File: src/rtl/fetch_ctrl.sv
// Instruction fetch controller: owns the PC, drives the instruction memory hold/clear
// controls and tracks the valid fetch that sits at the memory output.
module fetch_ctrl #(
   parameter logic [31:0] RESET_PC   = 32'h0000_0000,
   parameter int unsigned IMEM_WORDS = 4096
) (
   input  logic        clk,
   input  logic        rst,
   input  logic        stall,
   input  logic        redirect,
   input  logic [31:0] redirect_pc,
   input  logic        halt,
   output logic [31:0] imem_addr,
   output logic        imem_hold,
   output logic        imem_clr,
   output logic [31:0] if_pc,
   output logic        if_valid,
   output logic        fault,
   output logic [31:0] fetch_cnt
);

   typedef enum logic [1:0] {StBoot, StRun, StHalt, StFault} state_e;

   // 33 bits so a 4 GiB memory bound still compares correctly.
   localparam logic [32:0] ImemBytes = 33'(IMEM_WORDS) << 2;

   state_e      state_q, state_d;
   logic [31:0] pc_q, pc_d;
   logic [31:0] if_pc_q, if_pc_d;
   logic        if_valid_q, if_valid_d;
   logic        fault_q, fault_d;
   logic [31:0] cnt_q, cnt_d;
   logic        redirect_ok;
   logic        last_word;

   assign redirect_ok = (redirect_pc[1:0] == 2'b00) && ({1'b0, redirect_pc} < ImemBytes);
   assign last_word   = ({1'b0, pc_q} + 33'd4) >= ImemBytes;

   always_comb begin
      state_d    = state_q;
      pc_d       = pc_q;
      if_pc_d    = if_pc_q;
      if_valid_d = if_valid_q;
      fault_d    = fault_q;
      cnt_d      = cnt_q;
      imem_hold  = 1'b0;
      imem_clr   = 1'b0;
      unique case (state_q)
         StBoot: begin
            imem_clr   = 1'b1;
            if_valid_d = 1'b0;
            state_d    = StRun;
         end
         StRun: begin
            if (redirect) begin
               imem_clr   = 1'b1;
               if_valid_d = 1'b0;
               if (redirect_ok) begin
                  pc_d = redirect_pc;
               end else begin
                  state_d = StFault;
                  fault_d = 1'b1;
               end
            end else if (halt) begin
               imem_clr   = 1'b1;
               if_valid_d = 1'b0;
               state_d    = StHalt;
            end else if (stall) begin
               imem_hold = 1'b1;
            end else begin
               if_pc_d    = pc_q;
               if_valid_d = 1'b1;
               if (cnt_q != 32'hFFFF_FFFF) cnt_d = cnt_q + 32'd1;
               // The last word is still fetched; the PC then parks instead of wrapping.
               if (last_word) begin
                  state_d = StFault;
                  fault_d = 1'b1;
               end else begin
                  pc_d = pc_q + 32'd4;
               end
            end
         end
         StHalt: begin
            imem_clr   = 1'b1;
            if_valid_d = 1'b0;
            if (redirect) begin
               if (redirect_ok) begin
                  pc_d = redirect_pc;
               end else begin
                  state_d = StFault;
                  fault_d = 1'b1;
               end
            end else if (!halt) begin
               state_d = StRun;
            end
         end
         default: begin
            imem_clr   = 1'b1;
            if_valid_d = 1'b0;
            fault_d    = 1'b1;
         end
      endcase
   end

   always_ff @(posedge clk or posedge rst) begin
      if (rst) begin
         state_q    <= StBoot;
         pc_q       <= RESET_PC;
         if_pc_q    <= 32'h0;
         if_valid_q <= 1'b0;
         fault_q    <= 1'b0;
         cnt_q      <= 32'h0;
      end else begin
         state_q    <= state_d;
         pc_q       <= pc_d;
         if_pc_q    <= if_pc_d;
         if_valid_q <= if_valid_d;
         fault_q    <= fault_d;
         cnt_q      <= cnt_d;
      end
   end

   assign imem_addr = pc_q;
   assign if_pc     = if_pc_q;
   assign if_valid  = if_valid_q;
   assign fault     = fault_q;
   assign fetch_cnt = cnt_q;

endmodule

File: config.mk
export PLATFORM = sky130hd
export DESIGN_NAME = fetch_ctrl
export DESIGN_NICKNAME = d
export VERILOG_FILES = /design/src/rtl/fetch_ctrl.sv
export SDC_FILE = /design/constraint.sdc
export NUM_CORES = 1
export LEC_CHECK = 0
export ABC_AREA = 1
export CORE_MARGIN = 2
export CORE_UTILIZATION = 30
export DETAILED_ROUTE_END_ITERATION = 10
export PLACE_DENSITY = 0.6
export RECOVER_POWER = 50
export SLEW_MARGIN = 10
export SYNTH_ARGS = -nofsm -noshare
export SYNTH_HDL_FRONTEND = slang
export SYNTH_SLANG_ARGS = --single-unit
File: constraint.sdc
create_clock -name clk -period 4.6 [get_ports clk]
set_input_delay 1.15 -clock clk [delete_from_list [all_inputs] [get_ports clk]]
set_output_delay 1.15 -clock clk [all_outputs]
set_load 0.05 [all_outputs]
==> flow_summary.ini, run 1 <==
[clock_network]
clk_latency_ns = 0.37
clockRootBuffer = clkbuf_16
cts-buffers-inserted = 9
clk_path_buf_depth = 2
ctsResizeCount = 0
cts_tree = done
clk_pin_slew_ns = 0.08
clock-sinks = 100
htreeDepth = 3
cts_setup_buffers = 0
cts.hold.buffers_added = 0

[yosys]
syn_area_sq_um = 6190
ys_seq_area_share_pct = 40.4
synthCells = 908
ys_types = 31
synth_nets = 951
ys_ff_latch = 100
avgSynthCellArea_sq_um = 6.82
yosysWarnings = 0

[setup_path]
r2r_start = imem_addr[3]
critical_path_class = in -> out
arrival_ns = 2.98
worstSetupEndpointType = primary output
crit_path_start = redirect
cp.required_ns = 3.45
crit_path_max_fanout = 6
critPathLaunchType = input pin

[grt]
grt_max_degree = 60
grt_use_total_pct = 18.0
antenna_found_initial = 2
overflow = 0
first_global_vias = 5868
grt_pass1_wl_um = 31300

[detailed_routing]
via_count = 6260
dr.pass1.iters = 6
ant_nets = 0
via_per_inst = 4.77
drc = 0
routed_wl_um = 19100
drt_iter0_drc = 387
routedWlPerCell_um = 14.6

[place]
dp_hpwl_um = 14100
place_area_sq_um = 7830
place_inst = 1295
port_buffers = 136
gp_congestion = 0.921

[status]
failed_checks = capacitance limit, slew limit
status = finished, violations left

[die]
die_area_sq_um = 21800
start_util_pct = 30.6
die-width_um = 148
rows = 52
die_y_um = 148
ios = 137
core_area_sq_um = 20200

[hold_path]
min-delay-path-class = reg -> reg
min_from = if_pc[1]

[power_and_ir_drop]
vdd_drop_max_v = 0.000384
pwr_density_cell_nw_per_um2 = 609
p_leak_uw = 0.00373
finalPower_uw = 4940

[final_layout]
final_area_sq_um = 8120
ff_latch_area_sq_um = 2500
synthToLayoutAreaGrowth_pct = 31.1
drive_above_1_share_pct = 4.03
nNetsFinal = 1079
final_common_cell = nand2_1
final_util_pct = 40.1
multi_input_area_sq_um = 3190
fillers = 2118
final_cell_mix = 327 x nand2_1, 100 x dfrtp_1, 93 x inv_1, 92 x nor2_1, 87 x clkdlybuf4s50_1
final_cells = 1311
n_antenna_cell = 0

[timing]
min_period_over_period_pct = 89.7
max_clock_freq_mhz = 242
setup_viol = 0
period_needed_ns = 4.13
hold_violations = 0
worstMarginPinSlew_ns = 2.28
slew_violations = 57
tns_ns = 0
finClkSkew_ns = 0.0135
maxSlewHeadroom_pct = -52.0
grt_setup_unrepaired = no

[flow_run]
max_cap_violations = 1
## cell families (layout without fill, tap and decap cells)
kind of cell	Yosys count	in the layout	share of synthesized area [%]
AO/OA/AOI/OAI	96	96	8.21
XOR/XNOR	38	38	5.38
adder cells (fa/ha/maj)	6	6	1.21
buffers and inverters	122	255	8.02
flip-flops	100	100	40.4
AND/OR/NAND/NOR	546	546	36.7
## worst max-delay path, cell delays in order
cell and delay [ns]:
clkdlybuf4s50_1 0.50, nor2_1 0.27, inv_1 0.09, nor2_1 0.14
inv_1 0.11, clkdlybuf4s50_1 0.71
## cell type report
type / count / area share [%]
well taps: 270 / 4.16
inverters: 94 / 4.35
flip-flops and latches: 100 / 30.8
repair buffers: 145 / 17.7
multi-input cells: 686 / 39.3
clock inverters: 7 / 0.863
clock buffers: 9 / 2.78
## cells in the mapped netlist
| cell | n | share of area [%] |
|---|---|---|
| nand2_2 | 4 | 0.40 |
| ha_1 | 6 | 1.2 |
| o211ai_1 | 3 | 0.36 |
| inv_2 | 1 | 0.061 |
| nor3_1 | 22 | 1.8 |
| o21ai_0 | 72 | 5.8 |
| a21oi_1 | 3 | 0.24 |
| nand2_1 | 327 | 20 |
| o22ai_1 | 7 | 0.71 |
| xnor2_1 | 9 | 1.3 |
| nand3b_1 | 2 | 0.24 |
| buf_6 | 3 | 0.55 |
| xor2_1 | 29 | 4.1 |
| nor4b_1 | 1 | 0.14 |
| nor4_1 | 8 | 0.81 |
| and3_1 | 1 | 0.10 |
| nand3_1 | 67 | 5.4 |
| nor3b_1 | 1 | 0.12 |
| nor2_4 | 2 | 0.36 |
| and2_1 | 1 | 0.10 |
| inv_1 | 93 | 5.6 |
| nand4_1 | 9 | 0.91 |
| buf_4 | 4 | 0.49 |
| a31oi_1 | 6 | 0.61 |
| nor2_1 | 91 | 5.5 |
| nor2_2 | 10 | 1.0 |
| dfrtp_1 | 100 | 40 |
| a311oi_1 | 1 | 0.14 |
| o21ai_1 | 4 | 0.32 |
| buf_2 | 1 | 0.081 |
| clkbuf_1 | 20 | 1.2 |
## stage by stage
stage	setup WS, ns	hold WS (ns)
finish	0.475	0.474
global route	0.377	0.510
CTS	0.541	0.482
detailed placement	0.551	0.462
global placement	0.583	0.461
floorplan	0.831	0.490
## per-layer routing
layer	share of wire [%]	wire [um]	global-route usage, %	up-vias
met5	0.13	25	0	-
li1	-	-	-	3143
met2	45	8630	28.2	197
met3	6.5	1250	4.23	19
met4	1.3	248	4.42	4
met1	47	8940	25.2	2897
## flip-flops by register name, indices dropped and copies added (netlist names)
register and cells:
fetch_cnt 32, imem_addr 32, fault 1, state_q 2
if_valid 1, if_pc 32
## path summary, 6_finish.rpt
path,endpoint,slack [ns],depth (start not counted)
max in group asynchronous,imem_addr[29],1.28,2
max reg2reg,imem_addr[10],1.54,16
min reg2reg,if_pc[1],0.47,2
min,if_pc[1],0.47,2
max,imem_clr,0.47,6
min in group asynchronous,if_pc[1],2.01,2
## power by group
| part | switching (uW) | internal, uW | leakage [uW] |
|---|---|---|---|
| clock | 390 | 383 | 0.000142 |
| combinational | 1880 | 804 | 0.00228 |
| sequential | 328 | 1160 | 0.00131 |
| total | 2600 | 2350 | 0.00373 |
No activity file was read; power rests on OpenSTA's default activity.
==> run 2, diff against run 1 <==
--- a/config.mk
+++ b/config.mk
@@ -11,6 +11,7 @@
 export DETAILED_ROUTE_END_ITERATION = 10
 export PLACE_DENSITY = 0.6
 export RECOVER_POWER = 50
+export REMOVE_ABC_BUFFERS = 1
 export SLEW_MARGIN = 10
 export SYNTH_ARGS = -nofsm -noshare
 export SYNTH_HDL_FRONTEND = slang
==> run 2 against run 1 <==
  * The flow still finishes with violations (capacitance limit, slew limit)
  * Die area unchanged
  * Total power about the same
  * Sequential power about the same
  * First-iteration DRC count fell by 27%
  * Routed wire length fell by 1.5%
  * Final area unchanged
  * Sequential share of layout area unchanged
  * Critical path type unchanged
  * Final cell count hardly changed
  * Global-route usage is 0.46 points lower
  * Register-to-register slack worse by 0.02 ns
  * Clock skew down 0.0020 ns
==> flow_summary.ini, run 2 (synthesized netlist as in run 1, its figures left out) <==
[grt]
first_global_vias = 6028
overflow = 0
grt_use_total_pct = 17.5
grt_max_degree = 58
antenna_found_initial = 1
grt_pass1_wl_um = 30700

[timing]
finClkSkew_ns = 0.0115
maxSlewHeadroom_pct = -67.1
worstMarginPinSlew_ns = 2.49
period_needed_ns = 4.21
min_period_over_period_pct = 91.5
max_clock_freq_mhz = 237
setup_viol = 0
tns_ns = 0
hold_violations = 0
setup_ws_ns = 0.389
slew_violations = 57
grt_setup_unrepaired = no

[clock_network]
clock-sinks = 100
htreeDepth = 3
cts_setup_buffers = 0
clockRootBuffer = clkbuf_16
cts_tree = done
clk_latency_ns = 0.36
clk_path_buf_depth = 2
cts.hold.buffers_added = 0
ctsResizeCount = 0
cts-buffers-inserted = 9
clk_pin_slew_ns = 0.07

[detailed_routing]
drt_iter0_drc = 282
via_per_inst = 4.78
routedWlPerCell_um = 14.3
dr.pass1.iters = 5
via_count = 6276
drc = 0
routed_wl_um = 18800
ant_nets = 0

[die]
start_util_pct = 30.6
die-width_um = 148
core_area_sq_um = 20200
rows = 52
ios = 137
die_area_sq_um = 21800
die_y_um = 148

[power_and_ir_drop]
finalPower_uw = 4940
p_leak_uw = 0.00373
vdd_drop_max_v = 0.000342
pwr_density_cell_nw_per_um2 = 609

[place]
port_buffers = 136
gp_congestion = 0.922
dp_slack_ns = 0.548
place_inst = 1296
dp_hpwl_um = 14000
place_area_sq_um = 7840

[setup_path]
crit_path_max_fanout = 6
critical_path_class = in -> out
worstSetupEndpointType = primary output
critPathLaunchType = input pin
arrival_ns = 3.06
cp.required_ns = 3.45
r2r_start = state_q[1]
crit_path_start = redirect
reg2reg_setup_slack_ns = 1.52

[final_layout]
drive_above_1_share_pct = 4.13
nNetsFinal = 1080
final_cell_mix = 327 x nand2_1, 100 x dfrtp_1, 93 x nor2_1, 91 x inv_1, 89 x clkdlybuf4s50_1
final_common_cell = nand2_1
fillers = 2094
synthToLayoutAreaGrowth_pct = 31.1
n_antenna_cell = 0
final_cells = 1312
final_area_sq_um = 8120

[hold_path]
min_from = if_pc[4]
min-delay-path-class = reg -> reg

[status]
failed_checks = capacitance limit, slew limit
status = finished, violations left

[flow_run]
max_cap_violations = 1
run 2: worst paths after layout:
path / to / cells past startpoint
worst min register to register: if_pc[4] / 2
worst max register to register: fetch_cnt[8] / 14
max in group asynchronous: if_pc[14] / 3
worst max-delay path: imem_clr / 6
min in group asynchronous: fetch_cnt[0] / 2
worst min-delay path: if_pc[4] / 2
run 2: cell type report:
cell class / count / area, sq um / area share, %
repair buffers: 146 / 1440 / 17.7
inverters: 94 / 354 / 4.36
clock inverters: 6 / 55.1 / 0.678
well taps: 270 / 338 / 4.16
clock buffers: 10 / 239 / 2.94
multi-input cells: 686 / 3190 / 39.3
flip-flops and latches: 100 / 2500 / 30.8
run 2: per-stage QoR:
stage | util, % | hold slack [ns]
global placement | 38.7 | 0.457
CTS | 40.2 | 0.487
detailed placement | 38.7 | 0.462
finish | 40.1 | 0.479
floorplan | - | 0.490
global route | 40.1 | 0.497
run 2: worst max-delay path, cell delays in order:
cell             delay (ns)
dlygate4sd3_1          0.61
nor2_1                 0.25
inv_1                  0.11
nor2_1                 0.13
inv_1                  0.10
clkdlybuf4s50_1        0.71
run 2: where the power goes:
group          internal (uW)  switching, uW  total (uW)
clock                    392            374         767
sequential              1160            333        1490
combinational            808           1880        2680
total                   2360           2580        4940
run 2: layer usage:
metal	share of wire [%]	global-route usage (%)
met1	45	22.8
met2	47	29.4
met3	6.6	4.35
met4	1.4	4.23
met5	0.059	0
